### config.mk
export PLATFORM = sky130hd
export DESIGN_NAME = vga_sync_gen
export DESIGN_NICKNAME = d
export VERILOG_FILES = /design/src/rtl/vga_timing_pkg.sv /design/src/rtl/vga_axis_counter.sv /design/src/rtl/vga_sync_gen.sv
export SDC_FILE = /design/constraint.sdc
export NUM_CORES = 1
export LEC_CHECK = 0
export CAP_MARGIN = 20
export CELL_PAD_IN_SITES_DETAIL_PLACEMENT = 1
export CELL_PAD_IN_SITES_GLOBAL_PLACEMENT = 1
export CORE_MARGIN = 2
export CORE_UTILIZATION = 40
export CTS_CLUSTER_DIAMETER = 200
export DETAILED_ROUTE_END_ITERATION = 8
export PLACE_DENSITY_LB_ADDON = 0.05
export SETUP_SLACK_MARGIN = 0.2
export SYNTH_ARGS = -nofsm -noshare
export SYNTH_HDL_FRONTEND = slang
export SYNTH_SLANG_ARGS = --single-unit
### constraint.sdc
create_clock -name clk -period 3.7 [get_ports clk]
set_input_delay 0.74 -clock clk [delete_from_list [all_inputs] [get_ports clk]]
set_output_delay 0.74 -clock clk [all_outputs]
set_load 0.02 [all_outputs]
### src/rtl/vga_timing_pkg.sv
// Default 640x480@60 raster timing and the derived sync-window constants.
package vga_timing_pkg;
  localparam int DEF_H_ACTIVE = 640;
  localparam int DEF_H_FP     = 16;
  localparam int DEF_H_SYNC   = 96;
  localparam int DEF_H_BP     = 48;
  localparam int DEF_V_ACTIVE = 480;
  localparam int DEF_V_FP     = 10;
  localparam int DEF_V_SYNC   = 2;
  localparam int DEF_V_BP     = 33;
  localparam int DEF_CW       = 10;
  localparam logic DEF_SYNC_POL = 1'b0;

  localparam int DEF_H_TOTAL  = DEF_H_ACTIVE + DEF_H_FP + DEF_H_SYNC + DEF_H_BP;
  localparam int DEF_V_TOTAL  = DEF_V_ACTIVE + DEF_V_FP + DEF_V_SYNC + DEF_V_BP;
  localparam int DEF_HS_START = DEF_H_ACTIVE + DEF_H_FP;
  localparam int DEF_HS_END   = DEF_HS_START + DEF_H_SYNC - 1;
  localparam int DEF_VS_START = DEF_V_ACTIVE + DEF_V_FP;
  localparam int DEF_VS_END   = DEF_VS_START + DEF_V_SYNC - 1;
endpackage

### src/rtl/vga_axis_counter.sv
// Modulo-TOTAL counter for one raster axis; wrap is combinational so the
// next axis can chain on it in the same strobe.
module vga_axis_counter #(
  parameter int TOTAL = 800,
  parameter int CW    = 10
) (
  input  logic          clk,
  input  logic          rst,
  input  logic          en,
  output logic [CW-1:0] cnt,
  output logic          wrap
);
  logic [CW-1:0] r_cnt;

  assign wrap = en && (r_cnt == CW'(TOTAL - 1));
  assign cnt  = r_cnt;

  always_ff @(posedge clk or posedge rst) begin
    if (rst)     r_cnt <= '0;
    else if (en) r_cnt <= wrap ? '0 : r_cnt + CW'(1);
  end
endmodule

### src/rtl/vga_sync_gen.sv
// Raster timing generator: h/v counters plus registered syncs, active-video
// flag and line/frame pulses, all decoded from next counter values.
module vga_sync_gen
  import vga_timing_pkg::*;
#(
  parameter int   H_ACTIVE = DEF_H_ACTIVE,
  parameter int   H_FP     = DEF_H_FP,
  parameter int   H_SYNC   = DEF_H_SYNC,
  parameter int   H_BP     = DEF_H_BP,
  parameter int   V_ACTIVE = DEF_V_ACTIVE,
  parameter int   V_FP     = DEF_V_FP,
  parameter int   V_SYNC   = DEF_V_SYNC,
  parameter int   V_BP     = DEF_V_BP,
  parameter logic SYNC_POL = DEF_SYNC_POL,
  parameter int   CW       = DEF_CW
) (
  input  logic          clk,
  input  logic          rst,
  input  logic          pix_en,
  output logic          hsync,
  output logic          vsync,
  output logic          video_on,
  output logic [CW-1:0] pix_x,
  output logic [CW-1:0] pix_y,
  output logic          line_end,
  output logic          frame_start
);
  localparam int H_TOTAL  = H_ACTIVE + H_FP + H_SYNC + H_BP;
  localparam int V_TOTAL  = V_ACTIVE + V_FP + V_SYNC + V_BP;
  localparam int HS_START = H_ACTIVE + H_FP;
  localparam int HS_END   = HS_START + H_SYNC - 1;
  localparam int VS_START = V_ACTIVE + V_FP;
  localparam int VS_END   = VS_START + V_SYNC - 1;

  logic [CW-1:0] w_hcnt, w_vcnt, w_x_nxt, w_y_nxt;
  logic          w_hwrap, w_vwrap, w_ven;
  logic          r_hs, r_vs, r_vo, r_le, r_fs;

  assign w_ven = pix_en & w_hwrap;

  vga_axis_counter #(.TOTAL(H_TOTAL), .CW(CW)) u_h (
    .clk(clk), .rst(rst), .en(pix_en), .cnt(w_hcnt), .wrap(w_hwrap)
  );
  vga_axis_counter #(.TOTAL(V_TOTAL), .CW(CW)) u_v (
    .clk(clk), .rst(rst), .en(w_ven), .cnt(w_vcnt), .wrap(w_vwrap)
  );

  // Values the counters will hold after this strobe; only meaningful when pix_en=1.
  assign w_x_nxt = w_hwrap ? '0 : w_hcnt + CW'(1);
  assign w_y_nxt = w_vwrap ? '0 : (w_hwrap ? w_vcnt + CW'(1) : w_vcnt);

  always_ff @(posedge clk or posedge rst) begin
    if (rst) begin
      r_hs <= ~SYNC_POL;
      r_vs <= ~SYNC_POL;
      r_vo <= 1'b0;
      r_le <= 1'b0;
      r_fs <= 1'b0;
    end else begin
      r_le <= w_ven;
      r_fs <= w_vwrap;
      if (pix_en) begin
        r_hs <= (w_x_nxt >= CW'(HS_START) && w_x_nxt <= CW'(HS_END)) ? SYNC_POL : ~SYNC_POL;
        r_vs <= (w_y_nxt >= CW'(VS_START) && w_y_nxt <= CW'(VS_END)) ? SYNC_POL : ~SYNC_POL;
        r_vo <= (w_x_nxt < CW'(H_ACTIVE)) && (w_y_nxt < CW'(V_ACTIVE));
      end
    end
  end

  assign pix_x       = w_hcnt;
  assign pix_y       = w_vcnt;
  assign hsync       = r_hs;
  assign vsync       = r_vs;
  assign video_on    = r_vo;
  assign line_end    = r_le;
  assign frame_start = r_fs;
endmodule
==> results.py <==
metrics = {
    "global_routing": {
        "antenna_found_initial": 0,
        "gr-usage-all-layers_pct": 19.30,
        "grt_max_degree": 26,
        "grt_first_pass_wirelength_mm": 6.375,
        "grt_remaining_overflow": 0,
        "grt_pass1_vias": 1321,
    },
    "routing": {
        "drt_wl_total_mm": 3.723,
        "via_per_inst": 5.677,
        "vias": 1317,
        "ant_nets": 0,
        "drcViolationCount": 0,
        "firstDrtPassIters": 4,
        "post_drt_wl_per_cell_um": 16.05,
        "drtIter0Drc": 54,
    },
    "worst_setup_path": {
        "arrival_ns": 2.81,
        "crit_type": "in -> reg",
        "r2r-end": "vsync",
        "ff2ff_path_depth": 7,
        "rrSetupSlack_ns": 1.25,
        "path_delay_family": "buffers and inverters",
        "slowest_stage": "clkdlybuf4s50_1",
        "timing.rr.start": "u_v.cnt[1]",
        "cp-end-kind": "flip-flop",
        "worstPathCellList": "clkdlybuf4s50_1, and4b_2, nand3_4, inv_2, nand4_1, mux2_2, o41a_1",
        "startpoint_type": "input pin",
        "crit_fanout": 16,
        "required_ns": 3.89,
        "worst-path-buf-inv": 2,
        "cp_slowest_stage_delay_ns": 0.51,
    },
    "min_path": {
        "worstHoldStart": "video_on",
        "holdPathStages": 1,
        "hold_class": "reg -> reg",
        "min_to": "video_on",
    },
    "sta": {
        "worstMarginPinSlew_ns": 0.4916,
        "rsz0062_at_grt": "no",
        "finalMaxSlewViolations": 0,
        "hold_violations": 0,
        "slew_headroom_pct": 66.80,
        "whs_ns": 0.5037,
        "setup_viol": 0,
        "fin_skew_ns": 0.005763,
        "timing.final.crit_share_pct": 70.82,
        "tns_ns": 0,
        "fmax_ghz": 0.3816,
        "finalCriticalPeriod_ns": 2.620,
    },
    "cells_and_area": {
        "drive_gt1_share_pct": 9.783,
        "post-route-util_pct": 51.81,
        "fin_cells": 232,
        "antenna_cells": 0,
        "nFillCells": 420,
        "num-nets-final": 191,
        "synthToLayoutAreaGrowth_pct": 24.57,
        "final_area_mm2": 0.001897,
    },
    "outcome": {
        "status": "finished, final reports clean",
    },
    "synthesis": {
        "synth_area_leaders": "dfrtp_1 (38%), xnor2_1 (5.8%), nand2_1 (4.4%)",
        "yosys_register_bits": 25,
        "synth_cell_types": 53,
        "synth_area_mm2": 0.001523,
        "synth_flop_cell": "dfrtp_1",
        "async_reset_ff_share_pct": 100.0,
        "avgSynthCellArea_um2": 9.637,
        "synthCells": 158,
        "synth_warnings": 0,
        "synth_most_common_cell": "dfrtp_1",
        "synth_edf_count": 0,
        "synth_top_cell_by_area": "dfrtp_1",
        "synth_nets": 164,
        "yosysSeqAreaShare_pct": 41.25,
        "synth_common_cells": "dfrtp_1 (23), nand2_1 (18), o21ai_0 (10), xnor2_1 (10)",
        "synth_top_area_share_pct": 37.80,
    },
    "power": {
        "swShare_pct": 40.47,
        "intPower_uw": 586.5,
        "seqPwrFrac_pct": 43.4,
        "p_leak_uw": 0.0007607,
        "p_comb_share_pct": 40.2,
        "p_clk_share_pct": 16.4,
        "switchingPower_uw": 398.6,
        "ir_drop_mv": 0.3261,
        "p_per_area_mw_per_mm2": 519.3,
    },
    "die": {
        "dieWidth_um": 65.70,
        "rows": 22,
        "core-area_mm2": 0.003661,
        "fp.dieH_um": 65.70,
        "die_area_mm2": 0.004316,
        "ios": 28,
        "start_util_pct": 41.59,
    },
    "clock_tree": {
        "cts_max_path_buffers": 2,
        "clockRootBuffer": "clkbuf_8",
        "post_cts_resize_count": 0,
        "clk_pin_slew_ns": 0.09,
        "hold_buffers": 0,
        "cts.sinks": 25,
        "cts_max_level": 1,
        "post_cts_buffers": 0,
        "clk_latency_ns": 0.27,
        "cts-buffers-inserted": 3,
        "cts_tree": "built",
    },
    "placement": {
        "place_inst": 227,
        "placed_area_mm2": 0.001824,
        "port_buffers": 27,
        "place.gp.congestion": 0.8281,
        "dp_hpwl_mm": 2.775,
    },
    "flow_run": {
        "max_cap_viol_count": 0,
    },
}
cell families (layout without fill, tap and decap cells):
| group | Yosys count | after routing | synth area share (%) |
|---|---|---|---|
| adders and majority gates | 3 | 3 | 2.465 |
| AOI/OAI and AO/OA | 32 | 32 | 15.12 |
| buffers and inverters | 16 | 42 | 4.601 |
| xor gates and xnor gates | 13 | 13 | 7.477 |
| muxes | 3 | 3 | 2.136 |
| DFF | 25 | 25 | 41.25 |
| and+or+nand+nor | 66 | 66 | 26.95 |
power groups by stage:
stage               sequential [µW]  combinational (µW)  clock, µW
floorplan                       475                 184          0
global placement                429                 387          0
detailed placement              433                 394          0
CTS                             428                 396        171
global route                    440                 431        181
finish                          427                 396        162
placed cells by master (no fill, tap or decap), types with 2 or more instances in the layout:
| master | n |
|---|---|
| and4_1 | 2 |
| nor2_1 | 8 |
| xnor2_1 | 10 |
| a21oi_1 | 2 |
| dfrtp_1 | 23 |
| inv_1 | 8 |
| mux2_2 | 2 |
| nand4_1 | 6 |
| ha_1 | 3 |
| nand4b_1 | 2 |
| clkdlybuf4s50_1 | 27 |
| and3_1 | 4 |
| and2_1 | 3 |
| o21ai_0 | 10 |
| clkbuf_8 | 3 |
| a211oi_1 | 3 |
| a2bb2oi_1 | 2 |
| nor3_1 | 2 |
| nand2_1 | 18 |
| nand3_1 | 6 |
| or3_1 | 2 |
| dfstp_2 | 2 |
| nor4_1 | 2 |
| xor2_1 | 3 |
worst max-delay path by stage:
stage	from	endpoint	slack, ns	depth (start not counted)
5_1_grt	pix_en	vsync	1.0	7
4_1_cts	pix_en	vsync	1.10	7
2_1_floorplan	pix_en	vsync	1.28	6
3_3_place_gp	pix_en	vsync	0.90	6
3_5_place_dp	pix_en	vsync	0.82	7
6_report	pix_en	vsync	1.08	7
registers in the layout, summed over array words and instances (netlist names):
register     cells
frame_start      1
hsync            1
line_end         1
u_h.cnt         10
u_v.cnt         10
video_on         1
vsync            1
worst reg2reg max path, cell delays in order (launching register included):
cell	delay [ns]
dfrtp_1	0.43
inv_1	0.12
ha_1	0.16
or3b_1	0.39
nor4_4	0.38
o21ai_0	0.27
a21o_1	0.23
o41a_1	0.40
layer usage:
layer	part of all wire, %	track usage, %	wire, µm
met1	48	26.49	1793
met2	47	31.44	1753
met3	4.0	4.110	150
met4	0.67	3.646	25
met5	0	0	0
per-stage QoR:
step	total power, µW	worst slack (ns)
after floorplan	658.1	1.281
after global routing	1053	0.9961
after global placement	816.1	0.9037
final	985.1	1.080
after CTS	995.2	1.103
after detailed placement	826.5	0.8240
final cells by class:
type	count	area [µm²]	share of cell area, %
repair buffers	29	305.3	16.09
clock buffers	4	45.04	2.375
flip-flops and latches	25	628.1	33.11
multi-input cells	117	824.5	43.47
well taps	48	60.06	3.166
inverters	9	33.78	1.781
Power figures use the tool's default switching activity.
